[src/rtl/ntt_pkg.sv]
// Shared opcodes, FSM state encoding and width helpers for the NTT host front end.
package ntt_pkg;

    localparam logic [4:0] OP_NONE    = 5'b00000;
    localparam logic [4:0] OP_LD_PRM  = 5'b00001;
    localparam logic [4:0] OP_LD_W    = 5'b00010;
    localparam logic [4:0] OP_LD_DATA = 5'b00011;
    localparam logic [4:0] OP_NTT     = 5'b00100;
    localparam logic [4:0] OP_INTT    = 5'b00111;
    localparam logic [4:0] OP_PWM     = 5'b01010;

    localparam int PRM_WORDS = 3;

    typedef enum logic [1:0] {
        ST_IDLE    = 2'd0,
        ST_LD_PRM  = 2'd1,
        ST_LD_W    = 2'd2,
        ST_LD_DATA = 2'd3
    } ntt_state_e;

    function automatic int clog2(input int v);
        int r;
        r = 0;
        for (int i = 0; i < 31; i++) begin
            if ((1 << i) < v) r = i + 1;
        end
        return r;
    endfunction

    function automatic int width_min1(input int v);
        return (v < 1) ? 1 : v;
    endfunction

    function automatic int max_int(input int a, input int b);
        return (a > b) ? a : b;
    endfunction

endpackage

[src/rtl/ntt_bank_addr_gen.sv]
// Maps a linear word index onto polynomial / PE bank / in-bank address for a given ring depth.
module ntt_bank_addr_gen #(
    parameter int KW = 13,
    parameter int PW = 1,
    parameter int BW = 4,
    parameter int AW = 6
) (
    input  logic [KW-1:0] k,
    input  logic [3:0]    ring_depth,
    output logic [PW-1:0] d_poly,
    output logic [BW-1:0] d_bank,
    output logic [AW-1:0] d_addr
);

    logic [KW-1:0] j;

    always_comb begin
        j      = k & ~({KW{1'b1}} << ring_depth);
        d_poly = PW'(k >> ring_depth);
        d_bank = BW'(j);
        d_addr = AW'(j >> BW);
    end

endmodule

[src/rtl/ntt_host_ctrl.sv]
// Host command decoder and streamed-load sequencer for the NTT core memories.
//   state      | meaning
//   ST_IDLE    | waiting for a command; START_* pulses issued from here
//   ST_LD_PRM  | consuming the 3 parameter words
//   ST_LD_W    | consuming W_COUNT twiddle words
//   ST_LD_DATA | consuming NUM_POLY * 2^ring_depth data words
module ntt_host_ctrl
    import ntt_pkg::*;
#(
    parameter int DATA_W         = 32,
    parameter int PE_DEPTH       = 3,
    parameter int MAX_RING_DEPTH = 10,
    parameter int NUM_POLY       = 2,
    parameter int W_COUNT        = 2552
) (
    input  logic                                     clk,
    input  logic                                     reset,
    input  logic [4:0]                               OP_CODE,
    input  logic                                     din_valid,
    input  logic [DATA_W-1:0]                        din0,
    input  logic [3:0]                               ring_depth,
    output logic                                     prm_we,
    output logic [1:0]                               prm_sel,
    output logic                                     w_we,
    output logic [clog2(W_COUNT)-1:0]                w_addr,
    output logic                                     d_we,
    output logic [PE_DEPTH:0]                        d_bank,
    output logic [width_min1(clog2(NUM_POLY))-1:0]   d_poly,
    output logic [MAX_RING_DEPTH-PE_DEPTH-2:0]       d_addr,
    output logic [DATA_W-1:0]                        wdata,
    output logic                                     start_ntt,
    output logic                                     start_intt,
    output logic                                     start_pwm,
    output logic                                     load_done,
    output logic                                     busy,
    output logic                                     err
);

    localparam int WAW  = clog2(W_COUNT);
    localparam int PW   = width_min1(clog2(NUM_POLY));
    localparam int BW   = PE_DEPTH + 1;
    localparam int AW   = MAX_RING_DEPTH - PE_DEPTH - 1;
    localparam int MAXW = max_int(max_int(PRM_WORDS, W_COUNT), NUM_POLY << MAX_RING_DEPTH);
    localparam int KW   = clog2(MAXW) + 1;

    localparam logic [3:0] RD_MIN = 4'(BW);
    localparam logic [3:0] RD_MAX = 4'(MAX_RING_DEPTH);

    ntt_state_e state_q, state_d;
    logic [KW-1:0] k_q, k_d, k_last_q, k_last_d;
    logic [3:0] rd_q, rd_d;

    logic              prm_we_q, prm_we_d, w_we_q, w_we_d, d_we_q, d_we_d;
    logic [1:0]        prm_sel_q, prm_sel_d;
    logic [WAW-1:0]    w_addr_q, w_addr_d;
    logic [BW-1:0]     d_bank_q, d_bank_d;
    logic [PW-1:0]     d_poly_q, d_poly_d;
    logic [AW-1:0]     d_addr_q, d_addr_d;
    logic [DATA_W-1:0] wdata_q, wdata_d;
    logic              start_ntt_q, start_ntt_d, start_intt_q, start_intt_d;
    logic              start_pwm_q, start_pwm_d, load_done_q, load_done_d;
    logic              busy_q, busy_d, err_q, err_d;

    logic [PW-1:0] gen_poly;
    logic [BW-1:0] gen_bank;
    logic [AW-1:0] gen_addr;
    logic          rd_ok;

    ntt_bank_addr_gen #(.KW(KW), .PW(PW), .BW(BW), .AW(AW)) u_addr_gen (
        .k          (k_q),
        .ring_depth (rd_q),
        .d_poly     (gen_poly),
        .d_bank     (gen_bank),
        .d_addr     (gen_addr)
    );

    assign rd_ok = (ring_depth >= RD_MIN) && (ring_depth <= RD_MAX);

    always_comb begin
        state_d      = state_q;
        k_d          = k_q;
        k_last_d     = k_last_q;
        rd_d         = rd_q;
        prm_we_d     = 1'b0;
        w_we_d       = 1'b0;
        d_we_d       = 1'b0;
        prm_sel_d    = prm_sel_q;
        w_addr_d     = w_addr_q;
        d_bank_d     = d_bank_q;
        d_poly_d     = d_poly_q;
        d_addr_d     = d_addr_q;
        wdata_d      = wdata_q;
        start_ntt_d  = 1'b0;
        start_intt_d = 1'b0;
        start_pwm_d  = 1'b0;
        load_done_d  = 1'b0;
        err_d        = 1'b0;

        if (state_q == ST_IDLE) begin
            case (OP_CODE)
                OP_NONE: ;
                OP_LD_PRM: begin
                    state_d  = ST_LD_PRM;
                    k_d      = '0;
                    k_last_d = KW'(PRM_WORDS - 1);
                end
                OP_LD_W: begin
                    state_d  = ST_LD_W;
                    k_d      = '0;
                    k_last_d = KW'(W_COUNT - 1);
                end
                OP_LD_DATA: begin
                    if (rd_ok) begin
                        state_d  = ST_LD_DATA;
                        k_d      = '0;
                        k_last_d = (KW'(NUM_POLY) << ring_depth) - KW'(1);
                        rd_d     = ring_depth;
                    end else begin
                        err_d = 1'b1;
                    end
                end
                OP_NTT:  if (rd_ok) start_ntt_d  = 1'b1; else err_d = 1'b1;
                OP_INTT: if (rd_ok) start_intt_d = 1'b1; else err_d = 1'b1;
                OP_PWM:  if (rd_ok) start_pwm_d  = 1'b1; else err_d = 1'b1;
                default: err_d = 1'b1;
            endcase
        end else begin
            // Commands during a load are refused but the stream keeps flowing.
            if (OP_CODE != OP_NONE) err_d = 1'b1;
            if (din_valid) begin
                wdata_d = din0;
                k_d     = k_q + KW'(1);
                case (state_q)
                    ST_LD_PRM: begin
                        prm_we_d  = 1'b1;
                        prm_sel_d = k_q[1:0];
                    end
                    ST_LD_W: begin
                        w_we_d   = 1'b1;
                        w_addr_d = k_q[WAW-1:0];
                    end
                    ST_LD_DATA: begin
                        d_we_d   = 1'b1;
                        d_poly_d = gen_poly;
                        d_bank_d = gen_bank;
                        d_addr_d = gen_addr;
                    end
                    default: ;
                endcase
                if (k_q == k_last_q) begin
                    state_d     = ST_IDLE;
                    k_d         = '0;
                    load_done_d = 1'b1;
                end
            end
        end

        busy_d = (state_d != ST_IDLE);
    end

    always_ff @(posedge clk) begin
        if (reset) begin
            state_q      <= ST_IDLE;
            k_q          <= '0;
            k_last_q     <= '0;
            rd_q         <= '0;
            prm_we_q     <= 1'b0;
            w_we_q       <= 1'b0;
            d_we_q       <= 1'b0;
            prm_sel_q    <= '0;
            w_addr_q     <= '0;
            d_bank_q     <= '0;
            d_poly_q     <= '0;
            d_addr_q     <= '0;
            wdata_q      <= '0;
            start_ntt_q  <= 1'b0;
            start_intt_q <= 1'b0;
            start_pwm_q  <= 1'b0;
            load_done_q  <= 1'b0;
            busy_q       <= 1'b0;
            err_q        <= 1'b0;
        end else begin
            state_q      <= state_d;
            k_q          <= k_d;
            k_last_q     <= k_last_d;
            rd_q         <= rd_d;
            prm_we_q     <= prm_we_d;
            w_we_q       <= w_we_d;
            d_we_q       <= d_we_d;
            prm_sel_q    <= prm_sel_d;
            w_addr_q     <= w_addr_d;
            d_bank_q     <= d_bank_d;
            d_poly_q     <= d_poly_d;
            d_addr_q     <= d_addr_d;
            wdata_q      <= wdata_d;
            start_ntt_q  <= start_ntt_d;
            start_intt_q <= start_intt_d;
            start_pwm_q  <= start_pwm_d;
            load_done_q  <= load_done_d;
            busy_q       <= busy_d;
            err_q        <= err_d;
        end
    end

    assign prm_we     = prm_we_q;
    assign prm_sel    = prm_sel_q;
    assign w_we       = w_we_q;
    assign w_addr     = w_addr_q;
    assign d_we       = d_we_q;
    assign d_bank     = d_bank_q;
    assign d_poly     = d_poly_q;
    assign d_addr     = d_addr_q;
    assign wdata      = wdata_q;
    assign start_ntt  = start_ntt_q;
    assign start_intt = start_intt_q;
    assign start_pwm  = start_pwm_q;
    assign load_done  = load_done_q;
    assign busy       = busy_q;
    assign err        = err_q;

endmodule

[config.mk]
export PLATFORM = sky130hd
export DESIGN_NAME = ntt_host_ctrl
export DESIGN_NICKNAME = d
export VERILOG_FILES = /design/src/rtl/ntt_pkg.sv /design/src/rtl/ntt_bank_addr_gen.sv /design/src/rtl/ntt_host_ctrl.sv
export SDC_FILE = /design/constraint.sdc
export NUM_CORES = 1
export LEC_CHECK = 0
export CAP_MARGIN = 25
export CORE_UTILIZATION = 38
export DETAILED_ROUTE_END_ITERATION = 6
export PLACE_DENSITY_LB_ADDON = 0.25
export SLEW_MARGIN = 25
export SYNTH_ARGS = -nofsm -noshare
export SYNTH_HDL_FRONTEND = slang
export SYNTH_HIERARCHICAL = 1
export SYNTH_SLANG_ARGS = --single-unit
[constraint.sdc]
create_clock -name clk -period 2.7 [get_ports clk]
set_input_delay 0.54 -clock clk [delete_from_list [all_inputs] [get_ports clk]]
set_output_delay 0.54 -clock clk [all_outputs]
set_load 0.02 [all_outputs]
# --- Word level (Yosys, flattened, before mapping) ---
# Index checks and enable logic that the tools add are counted.
totals:
  inputBits: 44
  register_bits: 98
  out_inout_bits: 66
op_classes:
  eq_ne: 13
  n_reduce_logical: 21
  shifts: 3
  magnitude_cmp: 2
  n_bitwise: 7
  n_mux: 21
  addsub: 2
op_table:
  columns: ["operator", "count"]
  rows:
  - ["13-bit two-way mux", 5]
  - ["13-bit case mux with 3 select lines", 1]
  - ["13-bit case mux with 2 select lines", 1]
  - ["3-bit AND reduction", 6]
  - ["3-bit OR reduction", 5]
  - ["13-bit by 1-bit adder with 13-bit output, second input constant", 1]
  - ["13-bit == test", 1]
  - ["13-bit by 4-bit left shift with 10-bit output, first input constant", 1]
  - ["2-bit by 4-bit left shift with 13-bit output, first input constant", 1]
  - ["13-bit by 4-bit right shift with 1-bit output", 1]
  - ["13-bit by 2-bit subtractor with 13-bit output, second input constant", 1]
  - ["10-bit AND", 1]
  - ["5-bit by 2-bit == test with 1-bit output, second input constant", 2]
  - ["5-bit by 3-bit == test with 1-bit output, second input constant", 2]
  - ["10-bit inverter", 1]
  - ["1-bit two-way mux", 8]
  - ["2-bit two-way mux", 4]
  - ["2-bit case mux with 3 select lines", 1]
  - ["5-bit by 1-bit == test with 1-bit output, second input constant", 1]
  - ["5-bit by 4-bit == test with 1-bit output, second input constant", 1]
  - ["5-bit zero test", 1]
  - ["1-bit inverter", 5]
  - ["5-bit nonzero test", 1]
  - ["2-bit == test, second input constant", 2]
  - ["14 further kinds", 15]

# --- Depth between registers and ports, before layout ---
# Gate-level depths: netlist (run 1).
logic_depth:
  word_depth: 6
  depth_mapped: 10
  ltp_nobuf: 8

# --- Hierarchy ---
# Netlist (run 1), hierarchy kept.
modules_own_cells:
  columns: ["mod", "cells_each", "n_inst", "area_per_inst_um2"]
  rows:
  - ["ntt_host_ctrl", 512, 1, 4081.4]
  - ["ntt_bank_addr_gen", 38, 1, 267.8]

# --- Least setup slack after synthesis (run 1) ---
# Ideal clock, no wire load.
synth_path:
  path_type: "input port to flip-flop"
  start: "in ring_depth[0]"
  end: "reg k_last_q[5]"
  cell_stages: 9
  required_time_ns: 2.614
  slack_ns: 0.196
  setup_ns: 0.086
  t_arrival_ns: 2.419
  path_cell_list: "clkbuf_1 > inv_1 > or4_1 > ha_1 > clkbuf_1 > nor4_1 > o21ai_0 > a21o_1 > a211oi_1"
synth_via:
  elab_chain_len: 4
  word_cells_on_any_way: 9
synth_lines:
  columns: ["element", "line", "source"]
  rows:
  - ["start: declaration", "ntt_host_ctrl.sv:21", "input logic [3:0] ring_depth,"]
  - ["2-bit by 4-bit left shift with 13-bit output (tied with other cells)", "ntt_host_ctrl.sv:116", "k_last_d = (KW'(NUM_POLY) << ring_depth) - KW'(1);"]
  - ["13-bit by 2-bit subtractor with 13-bit output / 1-bit logical AND (equally long branches)", "ntt_host_ctrl.sv:116, ntt_host_ctrl.sv:77", null]
  - ["13-bit two-way mux / 2-bit inequality test (equally long branches)", null, null]
  - ["13-bit case mux with 3 select lines / 3-bit AND reduction (equally long branches)", null, null]
  - ["end signal: assignment", "ntt_host_ctrl.sv:185", "k_last_q <= k_last_d;"]
  - ["end: declaration", "ntt_host_ctrl.sv:50", "logic [KW-1:0] k_q, k_d, k_last_q, k_last_d;"]
# Several ways; a longest one is shown, not always the timed one. The select of a mux whose other input is x is not followed.
# A chain may end at the register's enable or synchronous reset.

# --- Worst setup path in the final report (run 1) ---
layout_path:
  start: "in ring_depth[0]"
  end: "reg k_last_q[9]"
# The elaborated chain is that of the path after synthesis.

==> results by group, run 1 <==
Global routing
  – Gr usage total: 18.9%
  – Initial antenna violation count: 0
  – Vias in the first global route: about 3700
  – Pin count of the biggest net entering global routing: 34
  – Total grt overflow: 0
  – First-pass GRT wire length: 17700 um

Hold path
  – Worst Hold Path EP: wdata[23]
  – Worst hold stages: 2
  – HP Start: wdata[23]
  – Worst min-delay path category: flop to flop

Synthesis
  – Xor and xnor area share after synthesis: 3.02%
  – Compound-gate portion of the synthesized area: 17.8%
  – Yosys Warn Count: 6
  – Top cell type's share of synthesized area: 45.1%
  – Syn Nets: 596
  – Adder-Cell Fraction of Synth Area: less than 1%
  – Seq cells post-synth: a little under 100
  – Top post-synthesis cells by area: dfxtp_1 45%, nand2_1 12%, a21oi_1 9.6%
  – Post-synth EDFFs: 0
  – Mapped Cells: between 500 and 600
  – Largest family of logic cells by synthesized area: simple AND/OR/NAND/NOR gates
  – Synth Area in Simple Gates: 25.5%
  – Syn_area_per_cell: between 7 and 8 um2
  – Asr flop ratio synth: 0%
  – Largest area contributor in the netlist: dfxtp_1
  – Synth Cell Area: 4350 um2
  – Multiplexer share of the synthesized area: 3.19%
  – Dominant synthesized flop cell: dfxtp_1
  – Sequential area share after synthesis: 45.1%
  – Post-synthesis cell type count: 58

Worst setup path
  – Critical path data arrival time: 2.68 ns
  – Cells along the critical path: clkdlybuf4s50_1 > inv_1 > or4_1 > ha_1 > buf_4 > nor2_1 > mux2i_1 > o21ai_0 > a22oi_1 > nor2_1
  – Crit path required time: about 3.0 ns
  – Startpoint Class: primary input
  – Family with the most delay on the worst path: simple AND/OR/NAND/NOR gates
  – Worst path depth: 10
  – Reg-to-reg slack, setup: around 0.61 ns
  – CP bufs+invs: 3
  – Worst path most repeated cell: nor2_1
  – Reg2Reg Launch Point: k_q[9]
  – Worst Path Max Fanout: 7
  – CP max-delay cell: or4_1
  – Critical path class: primary input to flop
  – Endpoint class of the critical path: flop
  – Reg2reg end: k_q[8]
  – Reg2Reg Depth: 5
  – Slowest Stage Delay on Critical Path: 0.53 ns
  – Critical Path Source: ring_depth[0]

Clock network
  – Clock Path Buffers: 2
  – CTS buffer count: 9
  – Clk root buf: clkbuf_16
  – Worst-skew pair later-pin latency: 0.34 ns
  – Sink Count: 98
  – Post-CTS setup buffer count: 0
  – Clock-pin slew on the worst setup and hold paths: 0.06 ns
  – Resize count post-CTS: 0
  – TritonCTS clock tree: yes
  – Hold-fix buffers, CTS: 0
  – H-tree Lvls: 3

Route
  – Initial DRC Count: roughly 200
  – Drt wl/cell: around 14 um
  – # DRC: 0
  – Via count: 4155
  – Pre-antenna DRT Iters: 5
  – Antenna violation net count after detailed routing: 0
  – Final WL: roughly 11000 um
  – Drt via density: 5.21

STA
  – Worst-Margin Slew: 0.625 ns
  – Final setup viols: 0
  – RSZ-0062 raised after global routing: false
  – Final Hold Viols: 0
  – Fin Hold WS: 0.453 ns
  – Setup TNS: 0 ns
  – Final setup margin: 0.291 ns
  – Slew HR: 58.4%
  – Skew final: 0.00812 ns
  – Slew Limit Fails: 0
  – Tcrit/Tclk final: 89.2%
  – Fin crit period: 2.41 ns
  – Fmax: 0.415 GHz

Place
  – Port Buffers: about 110
  – Final RePlAce weighted congestion: roughly 0.83
  – Placed cell area: between 5000 and 6000 um2
  – Place WS: -0.0637 ns
  – Dpl hpwl: 7980 um
  – Cells after DPL: ~780

Floorplan
  – Ports: 110
  – Die Height: roughly 110 um
  – Cell Rows: 38
  – Die ar.: around 12000 um2
  – Starting Density: 39.6%
  – Die W: 109 um
  – Core area: 11000 um2

Power and ir drop
  – Leak: between 2 and 2.5 nW
  – Design Power: 3.21 mW
  – Peak VDD IR: 0.358 mV
  – PD cells: 538 nW/um2

Finish
  – Fillers: 1056
  – Antenna diodes: 0
  – Final Non-Filler Cells: 798
  – Layout area overhead: 37.0%
  – Area occupied by multi-input gates: roughly 2200 um2
  – Commonest non-fill, non-tap cell in the layout: nand2_1
  – Nets: 700
  – Final instance area: 5960 um2
  – Most frequent cells in the layout: 135 x nand2_1, 108 x clkdlybuf4s50_1, 98 x dfxtp_1
  – Share of cells above drive strength 1: 8.05%
  – Register area: 1960 um2
  – Final Util: 54.2%

Job
  – Max-cap violation count: 0

Run status
  – Status: finished clean
==> synthesized netlist by cell type, types with 7 or more instances <==
library cell / n
nor3_1: 9
nand3_1: 10
inv_1: 9
or4_1: 8
o31ai_1: 7
dfxtp_1: 98
nand4_1: 7
buf_2: 7
xor2_1: 14
nor2_1: 33
o21ai_0: 10
mux2i_1: 9
a21oi_1: 83
nand2_1: 135
clkbuf_1: 27
==> worst min-delay path, stage by stage (launching register included) <==
cell,delay (ns)
dfxtp_1,0.31
nand2_1,0.05
a21oi_1,0.05
==> power breakdown <==
| part | internal, mW | leakage (nW) | switching [mW] | total, mW |
|---|---|---|---|---|
| sequential | 1.46 | 0.791 | 0.0156 | 1.48 |
| clock | 0.924 | 0.165 | 0.524 | 1.45 |
| combinational | 0.133 | 1.13 | 0.144 | 0.277 |
==> state kept, by name (all words and copies together) (netlist names) <==
signal      cells
busy            1
d_addr          6
d_bank          4
d_poly          1
d_we            1
err             1
k_last_q       13
k_q            13
load_done       1
prm_sel         2
prm_we          1
rd_q            4
start_intt      1
start_ntt       1
start_pwm       1
state_q         2
w_addr         12
w_we            1
wdata          32
==> area by class of cell <==
class / instances / area share (%)
timing repair buffer: 131 / 21.0
inverter: 9 / 0.567
multi-input combinational: 405 / 36.8
sequential: 98 / 32.9
clock inverter: 5 / 1.72
clock buffer: 10 / 4.01
tap: 140 / 2.94
==> routing by layer <==
| layer | wire, um | vias to the layer above | GRT usage [%] |
|---|---|---|---|
| li1 | - | 2093 | - |
| met1 | 5120 | 1939 | 24.8 |
| met5 | 0 | - | 0 |
| met3 | 561 | 8 | 3.11 |
| met4 | 108 | 0 | 7.14 |
| met2 | 5300 | 115 | 31.0 |
==> how the worst max path moves through the flow <==
stage	end	slack (ns)
floorplan	k_last_q[5]	0.20
detailed placement	k_last_q[11]	-0.06
global placement	k_last_q[11]	0.03
finish	k_last_q[9]	0.29
CTS	k_last_q[11]	0.29
global route	k_last_q[11]	0.09
==> cells by family after synthesis <==
group | after synthesis
adder cells (fa/ha/maj) | 3
multiplexers | 13
AND/OR/NAND/NOR | 241
buffers and inverters | 47
XOR/XNOR | 15
AO/OA/AOI/OAI | 133
flip-flops | 98
No activity file was read; power rests on OpenSTA's default activity.
==> run 2: changes to the inputs <==
==> constraint.sdc (replaced) <==
create_clock -name clk -period 2.3 [get_ports clk]
set_input_delay 0.46 -clock clk [delete_from_list [all_inputs] [get_ports clk]]
set_output_delay 0.46 -clock clk [all_outputs]
set_load 0.02 [all_outputs]
==> results by group, run 2 (synthesis gave the netlist of run 1 again) <==
Global routing
  – First-pass GRT wire length: 18600 um (was 17700 um)
  – Initial antenna violation count: 0 (unchanged)
  – Vias in the first global route: 3909 (was 3680)
  – Total grt overflow: 0 (unchanged)
  – Gr usage total: 20.0% (was 18.9%)
  – Pin count of the biggest net entering global routing: 47 (was 34)

Worst setup path
  – Critical path data arrival time: 2.41 ns (was 2.68 ns)
  – Reg2Reg Launch Point: k_q[11] (was k_q[9])
  – Setup crit end: k_q[9] (was k_last_q[9])
  – Startpoint Class: primary input (unchanged)
  – Cells along the critical path: clkdlybuf4s50_1 > or3_4 > nor3_4 > a21oi_2 > buf_12 > or4_1 > a21oi_1 (was clkdlybuf4s50_1 > inv_1 > or4_1 > ha_1 > buf_4 > nor2_1 > mux2i_1 > o21ai_0 > a22oi_1 > nor2_1)
  – Crit path required time: 2.57 ns (was 2.97 ns)
  – Critical path class: primary input to flop (unchanged)
  – Reg2Reg Depth: 5 (unchanged)
  – Critical Path Source: OP_CODE[4] (was ring_depth[0])
  – Worst path depth: 7 (was 10)
  – CP bufs+invs: 2 (was 3)
  – Reg-to-reg slack, setup: 0.25 ns (was 0.61 ns)
  – Reg2reg end: k_q[8] (unchanged)
  – Slowest Stage Delay on Critical Path: 0.50 ns (was 0.53 ns)
  – Family with the most delay on the worst path: simple AND/OR/NAND/NOR gates (unchanged)
  – Endpoint class of the critical path: flop (unchanged)
  – Worst Path Max Fanout: 15 (was 7)
  – CP max-delay cell: or4_1 (unchanged)

STA
  – RSZ-0062 raised after global routing: false (unchanged)
  – Tcrit/Tclk final: between 90% and 100%
  – Fin Hold WS: 0.454 ns (was 0.453 ns)
  – Skew final: 0.00787 ns (was 0.00812 ns)
  – Fin crit period: 2.14 ns
  – Final setup viols: 0 (unchanged)
  – Final setup margin: 0.165 ns (was 0.291 ns)
  – Fmax: 0.468 GHz
  – Slew HR: 61.0% (was 58.4%)
  – Final Hold Viols: 0 (unchanged)
  – Worst-Margin Slew: 0.584 ns (was 0.625 ns)
  – Slew Limit Fails: 0 (unchanged)

Finish
  – Commonest non-fill, non-tap cell in the layout: nand2_1 (unchanged)
  – Share of cells above drive strength 1: 10.7% (was 8.05%)
  – Most frequent cells in the layout: 135 x nand2_1, 107 x clkdlybuf4s50_1, 98 x dfxtp_1 (was 135 x nand2_1, 108 x clkdlybuf4s50_1, 98 x dfxtp_1)
  – Final Non-Filler Cells: 816 (was 798)
  – Max FFs per register: 32 (unchanged)
  – Nets: 717 (was 700)
  – Antenna diodes: 0 (unchanged)
  – Layout area overhead: 40.2% (was 37.0%)

Clock network
  – Worst-skew pair later-pin latency: 0.34 ns (about the same)
  – Clock-pin slew on the worst setup and hold paths: 0.07 ns (was 0.06 ns)
  – TritonCTS clock tree: yes (unchanged)
  – Clk root buf: clkbuf_16 (unchanged)
  – Hold-fix buffers, CTS: 0 (unchanged)
  – H-tree Lvls: 3 (unchanged)
  – Sink Count: 98 (unchanged)
  – CTS buffer count: 9 (unchanged)
  – Clock Path Buffers: 2 (unchanged)

Place
  – Port Buffers: 109 (unchanged)
  – Dpl hpwl: 8310 um (was 7980 um)
  – Place WS: -0.461 ns (was -0.0637 ns)
  – Final RePlAce weighted congestion: 0.826 (was 0.833)
  – Cells after DPL: 800 (was 783)

Floorplan
  – Core area: 11000 um2 (unchanged)
  – Cell Rows: 38 (unchanged)
  – Die ar.: 11900 um2 (unchanged)
  – Starting Density: 39.6% (unchanged)
  – Die W: 109 um (unchanged)
  – Die Height: 109 um (unchanged)
  – Ports: 110 (unchanged)

Power and ir drop
  – Clock share of power: 44.0% (was 45.2%)
  – Sw Ratio: 22.1% (was 21.3%)
  – Internal power: 2.91 mW (was 2.52 mW)
  – Leak: 2.19 nW (was 2.09 nW)
  – Comb power frac: 9.5% (was 8.6%)
  – Sequential share of power: 46.5% (was 46.2%)
  – Peak VDD IR: 0.403 mV (was 0.358 mV)
  – Net Switching: 825 uW (was 684 uW)
  – Design Power: 3.73 mW (was 3.21 mW)
  – PD cells: 612 nW/um2 (was 538 nW/um2)

Job
  – Max-cap violation count: 0 (unchanged)

Hold path
  – Worst min-delay path category: flop to flop (unchanged)
  – HP Start: wdata[3] (was wdata[23])

Route
  – Drt via density: 5.08 (was 5.21)
  – Final WL: 11500 um (was 11100 um)
  – # DRC: 0 (unchanged)
  – Drt wl/cell: 14.0 um (was 13.9 um)
  – Initial DRC Count: 215 (was 201)
  – Via count: 4147 (was 4155)
  – Pre-antenna DRT Iters: 4 (was 5)
  – Antenna violation net count after detailed routing: 0 (unchanged)

Run status
  – Status: finished clean (unchanged)
[run 2: power groups by stage]
stage	Sequential (mW)	Combinational [mW]	Clock [mW]
floorplan	1.79	0.154	0
global placement	1.77	0.347	0
detailed placement	1.77	0.353	0
CTS	1.74	0.355	1.67
global route	1.74	0.388	1.75
finish	1.74	0.354	1.64
[run 2: worst min-delay path, delay by kind of cell (launching register included)]
kind / cells / cell delay [ns]
flops: 1 / 0.31
simple gates: 1 / 0.05
compound gates: 1 / 0.05
[run 2: final cells by class]
cell class                 instances  area (um2)
fill                            1070        4890
multi-input combinational        405        2200
sequential                        98        1960
timing repair buffer             148        1390
clock buffer                      12         256
tap                              140         175
clock inverter                     4        73.8
inverter                           9        33.8
[run 2: routing by layer]
| layer | share of wire (%) | vias to the layer above | GRT usage (%) |
|---|---|---|---|
| met1 | 47 | 1910 | 26.2 |
| met4 | 1.5 | 0 | 8.49 |
| li1 | - | 2127 | - |
| met3 | 4.3 | 14 | 3.65 |
| met5 | 0 | - | 0 |
| met2 | 47 | 96 | 32.1 |
[run 2: stage by stage]
step / TNS (ns) / cell area [um2] / util (%)
floorplan: 0 / 4350 / -
global placement: -2.66 / 5760 / 52.4
detailed placement: -3.70 / 5760 / 52.4
CTS: 0 / 6090 / 55.4
global route: 0 / 6100 / 55.5
finish: 0 / 6100 / 55.5
[run 2: worst min path at each step]
| stage | end | slack, ns | cells past startpoint |
|---|---|---|---|
| 2_1_floorplan | k_last_q[10] | 0.44 | 2 |
| 3_3_place_gp | wdata[18] | 0.44 | 2 |
| 3_5_place_dp | wdata[4] | 0.45 | 2 |
| 4_1_cts | wdata[4] | 0.46 | 2 |
| 5_1_grt | wdata[26] | 0.47 | 2 |
| 6_report | wdata[3] | 0.45 | 2 |
[run 2: timing repair]
item,4_1_cts,5_1_grt
pin swaps,0,2
gates resized for setup,3,4
buffers inserted,0,0
setup endpoints to repair,2,4
==> run 3: changes to the inputs <==
--- a/config.mk
+++ b/config.mk
@@ -7,8 +7,8 @@
 export LEC_CHECK = 0
 export CAP_MARGIN = 25
 export CORE_UTILIZATION = 38
+export CTS_CLUSTER_SIZE = 16
 export DETAILED_ROUTE_END_ITERATION = 6
-export PLACE_DENSITY_LB_ADDON = 0.25
 export SLEW_MARGIN = 25
 export SYNTH_ARGS = -nofsm -noshare
 export SYNTH_HDL_FRONTEND = slang
==> results by group, run 3 (synthesis gave the netlist of run 1 again) <==
Route
  – Drt via density: 5.13 (was 5.08)
  – Pre-antenna DRT Iters: 4 (unchanged)
  – Initial DRC Count: 187 (was 215)
  – Antenna violation net count after detailed routing: 0 (unchanged)
  – Drt wl/cell: 14.5 um (was 14.0 um)
  – # DRC: 0 (unchanged)
  – Via count: 4172 (was 4147)
  – Final WL: 11800 um (was 11500 um)

Place
  – Cells after DPL: 797 (was 800)
  – Final RePlAce weighted congestion: 0.821 (was 0.826)
  – Port Buffers: 109 (unchanged)
  – Place WS: -0.356 ns (was -0.461 ns)
  – Placed cell area: 5750 um2 (was 5760 um2)
  – Dpl hpwl: 8280 um (was 8310 um)

STA
  – Setup TNS: 0 ns (unchanged)
  – Tcrit/Tclk final: 93.5% (was 92.8%)
  – Slew HR: 58.3% (was 61.0%)
  – Slew Limit Fails: 0 (unchanged)
  – Final setup viols: 0 (unchanged)
  – Skew final: 0.0114 ns (was 0.00787 ns)
  – Worst-Margin Slew: 0.625 ns (was 0.584 ns)
  – Final setup margin: 0.150 ns (was 0.165 ns)
  – RSZ-0062 raised after global routing: false (unchanged)
  – Final Hold Viols: 0 (unchanged)
  – Fmax: 0.465 GHz (was 0.468 GHz)
  – Fin crit period: 2.15 ns (was 2.14 ns)

Global routing
  – Initial antenna violation count: 0 (unchanged)
  – Vias in the first global route: 3872 (was 3909)
  – Pin count of the biggest net entering global routing: 86 (was 47)
  – Gr usage total: 20.0% (about the same)
  – Total grt overflow: 0 (unchanged)
  – First-pass GRT wire length: 18600 um (about the same)

Floorplan
  – Die ar.: 11900 um2 (unchanged)
  – Die Height: 109 um (unchanged)
  – Starting Density: 39.6% (unchanged)
  – Core area: 11000 um2 (unchanged)
  – Die W: 109 um (unchanged)
  – Ports: 110 (unchanged)
  – Cell Rows: 38 (unchanged)

Worst setup path
  – Endpoint class of the critical path: flop (unchanged)
  – Reg2reg end: k_q[8] (unchanged)
  – Cells along the critical path: clkdlybuf4s50_1 > buf_4 > nand2_1 > a211o_1 > buf_4 > a21o_1 > a31o_2 > a21oi_1 (was clkdlybuf4s50_1 > or3_4 > nor3_4 > a21oi_2 > buf_12 > or4_1 > a21oi_1)
  – Reg2Reg Depth: 5 (unchanged)
  – CP max-delay cell: clkdlybuf4s50_1 (was or4_1)
  – Startpoint Class: primary input (unchanged)
  – Critical path class: primary input to flop (unchanged)
  – Critical path data arrival time: 2.43 ns (was 2.41 ns)
  – Worst Path Max Fanout: 11 (was 15)
  – Reg2Reg Launch Point: k_q[10] (was k_q[11])
  – Worst path most repeated cell: buf_4
  – Crit path required time: 2.58 ns (was 2.57 ns)
  – Reg-to-reg slack, setup: 0.24 ns (was 0.25 ns)
  – Slowest Stage Delay on Critical Path: 0.50 ns (about the same)

Finish
  – Final Util: 55.2% (was 55.5%)
  – Max FFs per register: 32 (unchanged)
  – Antenna diodes: 0 (unchanged)
  – Nets: 714 (was 717)
  – Share of cells above drive strength 1: 10.4% (was 10.7%)
  – Final Non-Filler Cells: 813 (was 816)
  – Final instance area: 6060 um2 (was 6100 um2)
  – Commonest non-fill, non-tap cell in the layout: nand2_1 (unchanged)
  – Most frequent cells in the layout: 135 x nand2_1, 107 x clkdlybuf4s50_1, 98 x dfxtp_1 (unchanged)
  – Layout area overhead: 39.4% (was 40.2%)

Power and ir drop
  – Leak: 2.16 nW (was 2.19 nW)
  – Peak VDD IR: 0.377 mV (was 0.403 mV)
  – PD cells: 591 nW/um2 (was 612 nW/um2)

Clock network
  – H-tree Lvls: 3 (unchanged)
  – Sink Count: 98 (unchanged)
  – CTS buffer count: 9 (unchanged)
  – Post-CTS setup buffer count: 0 (unchanged)
  – TritonCTS clock tree: yes (unchanged)
  – Clock Path Buffers: 2 (unchanged)
  – Worst-skew pair later-pin latency: 0.34 ns (about the same)
  – Clock-pin slew on the worst setup and hold paths: 0.07 ns (about the same)
  – Clk root buf: clkbuf_16 (unchanged)

Run status
  – Status: finished clean (unchanged)

Hold path
  – Worst min-delay path category: flop to flop (unchanged)
  – Worst Hold Path EP: wdata[29] (was wdata[3])
  – Worst hold stages: 2 (unchanged)
  – HP Start: wdata[29] (was wdata[3])

Job
  – Max-cap violation count: 0 (unchanged)
[run 3: critical path: cells and delay by family]
kind / cells / cell delay [ns]
AOI/OAI and AO/OA: 4 / 1.01
buffers and inverters: 3 / 0.86
and+or+nand+nor: 1 / 0.09
[run 3: layout make-up]
cell class              instances  area, um2
clock buffers                  10        229
clock inverters                 6       65.1
fillers                      1061       4920
inverters                       9       33.8
multi-input cells             405       2220
flip-flops and latches         98       1960
well taps                     140        175
repair buffers                145       1380
[run 3: repair_timing]
action                     CTS  global route
hold buffers                 0             0
gates resized for setup      1             7
setup endpoints to repair    1             4
[run 3: per-stage QoR]
stage / power (mW) / hold WS [ns]
after floorplan: 1.94 / 0.443
after global placement: 2.12 / 0.441
after detailed placement: 2.12 / 0.446
after CTS: 3.61 / 0.456
after global routing: 3.71 / 0.465
final: 3.58 / 0.453
[run 3: worst max-delay path by stage]
stage | start | to | slack (ns) | depth (start not counted)
6_report | ring_depth[1] | k_q[4] | 0.15 | 8
5_1_grt | ring_depth[1] | k_q[4] | 0.03 | 8
4_1_cts | ring_depth[0] | k_last_q[11] | 0.05 | 9
3_5_place_dp | ring_depth[0] | k_last_q[11] | -0.36 | 9
3_3_place_gp | ring_depth[0] | k_last_q[11] | -0.32 | 9
2_1_floorplan | ring_depth[0] | k_last_q[5] | 0.005 | 9
[run 3: report_power, final]
group          total, mW  internal (mW)  switching [mW]  leakage, nW
Sequential          1.73           1.72          0.0157        0.791
Clock               1.50          0.846           0.650        0.143
Combinational      0.353          0.174           0.180         1.23
[run 3: per-layer routing]
metal	track usage [%]	part of all wire, %	routed length [um]	up-vias
met5	0	0	0	-
met4	7.24	1.4	163	0
met3	3.41	5.3	624	14
met2	33.8	48	5630	109
met1	25.3	45	5350	1919
li1	-	-	-	2130
